[src/rtl/bb_pkg.sv]
// Shared building-block definitions: debounce FSM state encodings.
package bb_pkg;

   localparam logic [1:0] IDLE_LO = 2'b00;
   localparam logic [1:0] WAIT_HI = 2'b01;
   localparam logic [1:0] IDLE_HI = 2'b11;
   localparam logic [1:0] WAIT_LO = 2'b10;

   function automatic logic [1:0] idle_of(input logic lvl);
      return lvl ? IDLE_HI : IDLE_LO;
   endfunction

endpackage

[src/rtl/sync_ff.sv]
// Plain flop chain synchronizer for a single asynchronous bit.
module sync_ff #(
   parameter int   STAGES    = 2,
   parameter logic RESET_VAL = 1'b0
) (
   input  logic clk,
   input  logic rst,
   input  logic d,
   output logic q
);

   logic [STAGES-1:0] chain;

   always_ff @(posedge clk) begin
      if (rst) chain <= {STAGES{RESET_VAL}};
      else     chain <= {chain[STAGES-2:0], d};
   end

   assign q = chain[STAGES-1];

endmodule

[src/rtl/debounce_sync.sv]
// Synchronizes and debounces a raw level; emits a clean level plus rise/fall pulses.
module debounce_sync
   import bb_pkg::*;
#(
   parameter int   SYNC_STAGES     = 2,
   parameter int   DEBOUNCE_CYCLES = 1000,
   parameter int   CNT_W           = 16,
   parameter logic RESET_VAL       = 1'b0
) (
   input  logic clk,
   input  logic rst,
   input  logic in_async,
   input  logic en,
   output logic level,
   output logic rise,
   output logic fall,
   output logic busy
);

   localparam logic [CNT_W-1:0] LAST = CNT_W'(DEBOUNCE_CYCLES - 1);
   localparam logic [CNT_W-1:0] ONE  = CNT_W'(1);

   logic             sync_q;
   logic [1:0]       state, state_d;
   logic [CNT_W-1:0] cnt, cnt_d;
   logic             level_d, rise_d, fall_d;
   logic             diff;

   sync_ff #(
      .STAGES   (SYNC_STAGES),
      .RESET_VAL(RESET_VAL)
   ) u_sync (
      .clk(clk),
      .rst(rst),
      .d  (in_async),
      .q  (sync_q)
   );

   assign diff = sync_q != level;

   always_comb begin
      state_d = state;
      cnt_d   = cnt;
      level_d = level;
      rise_d  = 1'b0;
      fall_d  = 1'b0;
      if (!en) begin
         state_d = idle_of(level);
         cnt_d   = '0;
      end else begin
         case (state)
            IDLE_LO, IDLE_HI: begin
               if (diff) begin
                  state_d = level ? WAIT_LO : WAIT_HI;
                  cnt_d   = ONE;
               end else begin
                  cnt_d   = '0;
               end
            end
            WAIT_HI, WAIT_LO: begin
               if (!diff) begin
                  state_d = idle_of(level);
                  cnt_d   = '0;
               end else if (cnt == LAST) begin
                  level_d = ~level;
                  rise_d  = ~level;
                  fall_d  = level;
                  state_d = idle_of(~level);
                  cnt_d   = '0;
               end else begin
                  cnt_d   = cnt + ONE;
               end
            end
            default: begin
               state_d = idle_of(level);
               cnt_d   = '0;
            end
         endcase
      end
   end

   always_ff @(posedge clk) begin
      if (rst) begin
         state <= idle_of(RESET_VAL);
         cnt   <= '0;
         level <= RESET_VAL;
         rise  <= 1'b0;
         fall  <= 1'b0;
         busy  <= 1'b0;
      end else begin
         state <= state_d;
         cnt   <= cnt_d;
         level <= level_d;
         rise  <= rise_d;
         fall  <= fall_d;
         // Gray encoding: WAIT states are the ones whose two bits differ.
         busy  <= state_d[1] ^ state_d[0];
      end
   end

endmodule

[config.mk]
export PLATFORM = sky130hd
export DESIGN_NAME = debounce_sync
export DESIGN_NICKNAME = d
export VERILOG_FILES = /design/src/rtl/bb_pkg.sv /design/src/rtl/sync_ff.sv /design/src/rtl/debounce_sync.sv
export SDC_FILE = /design/constraint.sdc
export NUM_CORES = 1
export LEC_CHECK = 0
export ABC_AREA = 1
export ABC_CLOCK_PERIOD_IN_PS = 2550
export CAP_MARGIN = 20
export CORE_ASPECT_RATIO = 0.5
export CORE_MARGIN = 3
export CORE_UTILIZATION = 42
export DETAILED_ROUTE_END_ITERATION = 8
export PLACE_DENSITY_LB_ADDON = 0.08
export SLEW_MARGIN = 30
export SYNTH_ARGS = -nofsm -noshare
export SYNTH_HDL_FRONTEND = slang
export SYNTH_SLANG_ARGS = --single-unit
[constraint.sdc]
create_clock -name clk -period 2.55 [get_ports clk]
set_input_delay 0.255 -clock clk [delete_from_list [all_inputs] [get_ports clk]]
set_output_delay 0.255 -clock clk [all_outputs]
set_load 0.05 [all_outputs]
==> results of run 1 <==
==> where the power goes <==
part	switching, mW	total, mW	internal, mW
clock network	0.121	0.259	0.138
registers	0.00290	0.382	0.379
logic	0.0251	0.0412	0.0162
==> registers in the layout (all words and copies together) (netlist names) <==
signal and flops:
busy 1, cnt 16, u_sync.chain 2, fall 1, state 2, level 1
rise 1
==> placed cells by master (no fill, tap or decap) <==
cell,count
nor3_4,1
nor2_8,1
nor2_2,2
a21boi_0,1
clkdlybuf4s50_1,7
a21oi_1,10
inv_2,5
a21oi_2,1
inv_1,32
inv_4,1
nor2_1,23
ha_1,1
nor3_1,10
o21ai_0,7
xor2_1,3
or2_0,1
clkbuf_8,4
nand4_1,4
nand3_1,12
nand2_2,1
nand2_1,34
nor2_4,1
o21ai_1,1
nor4_1,2
nor3_2,3
or2_2,1
dfxtp_1,24
==> synthesized netlist by cell type, types with 2 or more instances <==
library cell / number
nor3_1: 10
nor3_2: 3
o21ai_0: 7
a21oi_1: 10
nand2_1: 34
xor2_1: 3
inv_1: 32
inv_2: 5
nand4_1: 4
nand3_1: 12
nor4_1: 2
nor2_1: 23
nor2_2: 2
dfxtp_1: 24
==> logic make-up after synthesis <==
group,synth area share
AO/OA/AOI/OAI,0.0857
XOR/XNOR,0.0212
adder cells (fa/ha/maj),0.0101
buffers and inverters,0.117
flip-flops,0.387
AND/OR/NAND/NOR,0.379
==> routing by layer <==
layer / vias up / part of all wire / GRT usage
met2: 18 / 0.42 / 0.244
met1: 478 / 0.52 / 0.180
met3: 3 / 0.049 / 0.0502
li1: 597 / - / -
met4: 0 / 0.0043 / 0.0423
met5: - / 0 / 0
==> final timing paths <==
kind / endpoint / slack (ns) / cells past startpoint
setup / recovery: level / 0.67 / 1
hold / removal: u_sync.chain[1] / 0.40 / 2
setup reg to reg: cnt[12] / 0.88 / 9
hold reg to reg: u_sync.chain[1] / 0.40 / 2
==> cell type report <==
type	instances	area, um2	area share
flip-flops and latches	24	480	0.340
well taps	37	46.3	0.0328
clock buffers	4	55.1	0.0390
repair buffers	7	70.1	0.0496
inverters	38	145	0.103
multi-input cells	120	616	0.436
==> results_dict.tcl, run 1 <==
set metrics [dict create \
    total_power_mw 0.682 \
    synth_edf_count 0 \
    grt_use_total 0.145 \
    worst_slack_ns 0.668 \
    path_max_fanout 8 \
    slowest_delay_ns 0.86 \
    cap_viol_max_count 0 \
    wl_per_cell_um 10.2 \
    wl_um 2350 \
    setup_viol 0 \
    min_period_ns 1.88 \
    netlist.top_cell.by_area "dfxtp_1" \
    synth_fp_nets 187 \
    final_layout_size_suffix_gt1_frac 0.109 \
    numClockSinks 24 \
    syn_inst 182 \
    worst_slew_pin_slew_ns 0.495 \
    dr.pass1.iters 4 \
    grt_pass1_wl_um 4280 \
    utilization 0.523 \
    io_buffer_count 7 \
    peakVddDrop_uv 243 \
    antenna_cells 0 \
    grt_pass1_vias 1023 \
    dp_hpwl_um 1860 \
    slew_headroom 0.669 \
    nets 199 \
    postCtsSetupBuffers 0 \
    hold_viol_final 0 \
    setup.worst_path.end_class "primary output" \
    cts_inserted_buffers 3 \
    synth_top_area_share 0.387 \
    crit_required_ns 2.30 \
    finalCritPeriodShare 0.738 \
    num_vias 1096 \
    post-place-cells 226 \
    cts_root_buf "clkbuf_8" \
    route.detailed.drc 0 \
    ys_top_cells_by_area "dfxtp_1, nand2_1, inv_1, nor2_1, nand3_1" \
    netlist_area_um2 1240 \
    r2r-start "cnt[0]" \
    critPathLaunch "level" \
    start_kind "register" \
    power_density_nw_per_um2 483 \
    ant_nets 0 \
    clkTransAtPathRegs_ns 0.08 \
    dp_worst_setup_slack_ns 0.799 \
    placed_cell_area_um2 1360 \
    yosysUniqueCellTypes 25 \
    design_area_um2 1410 \
    core_region_area_um2 2700 \
    slew_viol_final 0 \
    place.gp.congestion 0.799 \
    cp_slowest_cell "clkdlybuf4s50_1" \
    ys_seq_elements 24 \
    async_flop_share 0 \
    start_util 0.460 \
    drt_iter0_markers 29 \
    postCtsHoldBufs 0 \
    die_x_um 82.9 \
    cts_buffer_depth 2 \
    fillCellCount 304 \
    cpLargestDelayFamily "buffers and inverters" \
    die_h_um 44.4 \
    status "complete, no violations" \
    tns_ns 0 \
    antenna_found_initial 0 \
    cts_tree "done" \
    hold_ws_ns 0.405 \
    routed_via_density 4.77 \
    overflow 0 \
    rsz0062_at_grt "false" \
    cp_cell_sequence "clkdlybuf4s50_1" \
    p_leak_nw 0.568 \
    fp.dieArea_um2 3680 \
    grt_max_degree 14 \
    avgSynthCellArea_um2 6.82 \
    fmax_mhz 531 \
    clkLatencyLatePin_ns 0.27 \
    cts_htree_levels 1 \
    cp.buffers_inverters 1 \
    io_pins 8 \
    hold_start "u_sync.chain[0]" \
    rows 13 \
    cts_resized 0 \
    worst-setup-path-type "register to primary output" \
    yosysSeqAreaShare 0.387 \
    cp_data_arrival_time_ns 1.63 \
    stdcell_count 230 \
    ys_warn_count 0 \
    synth_flop_cell "dfxtp_1" \
    fin_skew_ns 0.00189 \
    holdCritPathClass "register to register" \
    area_growth_pct 13.8 \
]
(Power assumes the default switching activity.)
==> run 2: changes to the inputs <==
--- a/config.mk
+++ b/config.mk
@@ -6,7 +6,7 @@
 export NUM_CORES = 1
 export LEC_CHECK = 0
 export ABC_AREA = 1
-export ABC_CLOCK_PERIOD_IN_PS = 2550
+export ABC_CLOCK_PERIOD_IN_PS = 1770
 export CAP_MARGIN = 20
 export CORE_ASPECT_RATIO = 0.5
 export CORE_MARGIN = 3
==> constraint.sdc (replaced) <==
create_clock -name clk -period 1.77 [get_ports clk]
set_input_delay 0.177 -clock clk [delete_from_list [all_inputs] [get_ports clk]]
set_output_delay 0.177 -clock clk [all_outputs]
set_load 0.05 [all_outputs]
==> results_dict.tcl, run 2 (same netlist as run 1, synthesis figures left out) <==
set metrics [dict create \
    status "complete, no violations" \
    clkLatencyLatePin_ns 0.27 \
    nets 203 \
    hold_viol_final 0 \
    fin_skew_ns 0.00806 \
    clkPwrFrac 0.378 \
    overflow 0 \
    p_leak_nw 0.591 \
    pwr-share-comb 0.063 \
    power_frac_seq 0.559 \
    io_buffer_count 7 \
    wl_per_cell_um 9.72 \
    rsz0062_at_grt "false" \
    fp.dieArea_um2 3680 \
    routed_via_density 4.75 \
    ant_nets 0 \
    rrSetupSlack_ns 0.16 \
    power_density_nw_per_um2 682 \
    critPathLaunch "cnt[2]" \
    hold_path_end "u_sync.chain[1]" \
    cts_inserted_buffers 3 \
    cap_viol_max_count 0 \
    cts_root_buf "clkbuf_8" \
    start_util 0.460 \
    dp_hpwl_um 1860 \
    cts_buffer_depth 2 \
    grt_use_total 0.135 \
    setup.worst_path.end_class "register" \
    r2r-start "cnt[2]" \
    finalCritPeriodShare 0.907 \
    slew_viol_final 0 \
    postCtsHoldBufs 0 \
    die_h_um 44.4 \
    antenna_cells 0 \
    fmax_mhz 623 \
    num_vias 1111 \
    grt_pass1_vias 944 \
    cts_htree_levels 1 \
    final_layout_size_suffix_gt1_frac 0.137 \
    post-place-cells 230 \
    worst_slack_ns 0.164 \
    clkTransAtPathRegs_ns 0.09 \
    layout_commonest_cell "nand2_1" \
    top_regs "cnt (16), state (2), u_sync.chain (2)" \
    grt_max_degree 14 \
    power_switching_mw 0.215 \
    route.detailed.drc 0 \
    hold_start "u_sync.chain[0]" \
    rr_worst_depth 9 \
    tns_ns 0 \
    numClockSinks 24 \
    drt_iter0_markers 49 \
    place.gp.congestion 0.809 \
    grt_pass1_wl_um 3970 \
    setup_viol 0 \
    timing.rr.end "cnt[11]" \
    slew_headroom 0.665 \
    peakVddDrop_uv 412 \
    min_period_ns 1.61 \
    io_pins 8 \
    largest_reg_flops 16 \
    worst-setup-path-type "register to register" \
    cp_data_arrival_time_ns 1.78 \
    area_growth_pct 16.2 \
    final_cell_mix "nand2_1, inv_1, dfxtp_1" \
    die_x_um 82.9 \
    cts_tree "done" \
    seq_area_um2 480 \
    sw_frac_of_total 0.218 \
    start_kind "register" \
    hold_depth 2 \
    antenna_found_initial 0 \
    hold_ws_ns 0.405 \
    dp_worst_setup_slack_ns 0.111 \
    holdCritPathClass "register to register" \
    fillCellCount 275 \
    worst_slew_pin_slew_ns 0.501 \
    p_int_mw 0.769 \
    multi_input_comb_area_um2 618 \
    path_max_fanout 4 \
    rows 13 \
    wl_um 2270 \
    core_region_area_um2 2700 \
    largest-register "cnt" \
    dr.pass1.iters 4 \
    stdcell_count 234 \
    crit_required_ns 1.95 \
]
-- run 2: routing by layer --
metal  wire, um  vias to the layer above  GRT usage
met2        947                       13      0.237
met3         92                        2     0.0446
met4          8                        0     0.0195
li1           -                      606          -
met5          0                        -          0
met1       1230                      490      0.169
-- run 2: critical path, stage by stage (launching register included) --
cell	delay, ns
dfxtp_1	0.38
nand3_1	0.11
nor2_1	0.16
nand2_1	0.13
nor3_2	0.20
inv_1	0.10
nor2_2	0.20
nand4_1	0.11
nand3_1	0.10
inv_1	0.04
-- run 2: repair_timing --
| action | in CTS | in global routing |
|---|---|---|
| setup endpoints to repair | 0 | 1 |
| hold endpoints to repair | 0 | 0 |
| resized for setup | 0 | 1 |
| setup buffers | 0 | 0 |
-- run 2: cell type report --
cell class	count	area share
Multi-Input combinational cell	120	0.428
Sequential cell	24	0.333
Inverter	38	0.101
Timing Repair Buffer	11	0.0676
Clock buffer	4	0.0382
Tap cell	37	0.0321
-- run 2: how the worst max path moves through the flow --
| stage | endpoint | slack, ns | depth (start not counted) |
|---|---|---|---|
| detailed placement | cnt[9] | 0.11 | 9 |
| global route | level | 0.006 | 10 |
| global placement | cnt[9] | 0.16 | 9 |
| floorplan | cnt[9] | 0.05 | 10 |
| CTS | level | 0.15 | 9 |
| finish | cnt[11] | 0.16 | 9 |
-- run 2: power groups by stage --
stage,logic [mW],clock network (mW),registers [mW]
finish,0.0617,0.372,0.550
global route,0.0695,0.407,0.551
CTS,0.0622,0.378,0.550
detailed placement,0.0618,0,0.563
global placement,0.0619,0,0.563
floorplan,0.0367,0,0.567
-- run 2: per-stage QoR --
step                      power [mW]   util  cell area [um2]
after detailed placement       0.625  0.513             1390
final                          0.984  0.534             1440
after floorplan                0.604      -             1240
after global placement         0.625  0.513             1390
after CTS                      0.991  0.533             1440
after global routing            1.03  0.534             1440
==> RTL change: new RTL, settings of run 1 <==
Set the parameter `DEBOUNCE_CYCLES` to 500 (it was 1000).
--- a/src/rtl/debounce_sync.sv
+++ b/src/rtl/debounce_sync.sv
@@ -4,5 +4,5 @@
 #(
    parameter int   SYNC_STAGES     = 2,
-   parameter int   DEBOUNCE_CYCLES = 1000,
+   parameter int   DEBOUNCE_CYCLES = 500,
    parameter int   CNT_W           = 16,
    parameter logic RESET_VAL       = 1'b0
Function: no difference found for any inputs over 10 cycles, from zero or initial values and one cycle with rst high; that may be too few to reach the edited logic, so the function may still have changed.
==> RTL change against run 1 <==
Setup slack worse by 0.0034 ns; die area is 0.99% higher; area after synthesis is 1.1% higher; power is 4.9% lower; final area stayed put; via count is 1.2% lower; routed wire length is 0.64% higher; sequential cell count stayed put; critical path type unchanged; largest power group unchanged.
==> RTL change: results <==
{
  "synth_compound_area_share_pct": 9.771,
  "drive_above_1_share_pct": 15.59,
  "netlist_top_cells_count": "nor2_1, nand2_1, dfxtp_1, inv_1, a21oi_1",
  "comb_power_share_pct": 7.1,
  "rr_worst_depth": 12,
  "leakagePower_uw": 0.0005528,
  "synth_cell_types": 29,
  "synth_top_cells_by_area": "dfxtp_1, nor2_1, nand2_1, inv_1, a21oi_1",
  "wl_met3_um": 97,
  "grt_max_degree": 13,
  "synth_xor_area_share_pct": 1.396,
  "grt_pass1_wl_mm": 4.057,
  "port_buffers": 7,
  "dpl.hpwl_mm": 1.797,
  "synth_nets": 181,
  "seq_area_frac_synth_pct": 38.29,
  "yosys.area_share.adder_pct": 0.9970,
  "worstPathMaxFanout": 8,
  "tightestPinTransition_ns": 0.4942,
  "outcome": "complete, no violations",
  "r2r_slack_ns": 0.91,
  "finalNetCount": 193,
  "fin_skew_ns": 0.004480,
  "routed_wl_mm": 2.366,
  "vias_per_cell": 4.857,
  "r2r-end": "busy$_SDFF_PP0_",
  "met1Wirelength_mm": 1.275,
  "place_congestion": 0.8324,
  "power_density_nw_per_um2": 459.5,
  "drt_iter0_markers": 53,
  "intPower_uw": 501.9,
  "peakVddDrop_mv": 0.1793,
  "hold_ws_ns": 0.4046,
  "grt_pass1_vias": 928
}
RTL change: cell types whose count changed after synthesis, sizes merged, moves of 2 or more:
cell / change
nor2: +18
inv: -12
nor3: -5
nand2: -4
nand3: -2
or2: -2
xor2: -2
RTL change: area by class of cell:
type | instances | area (um^2)
Fill cell | 283 | 1304
Sequential cell | 24 | 480.5
Timing Repair Buffer | 7 | 70.07
Tap cell | 37 | 46.29
Multi-Input combinational cell | 125 | 668.1
Clock buffer | 3 | 41.29
Inverter | 27 | 106.4
RTL change: stage by stage:
stage          setup slack (ns)  cell area (um^2)  instances  utilization [%]
2_1_floorplan            0.9081              1255        176                -
3_3_place_gp             0.8529              1371        220            50.48
3_5_place_dp             0.8599              1371        220            50.48
4_1_cts                  0.6413              1413        223            52.00
5_1_grt                  0.5751              1413        223            52.00
6_report                 0.6645              1413        223            52.00
RTL change: routing by layer:
layer / track usage [%] / vias to the layer above
met4: 2.932 / 0
met1: 18.20 / 488
met5: 0 / -
met2: 22.45 / 15
li1: - / 578
met3: 4.647 / 2
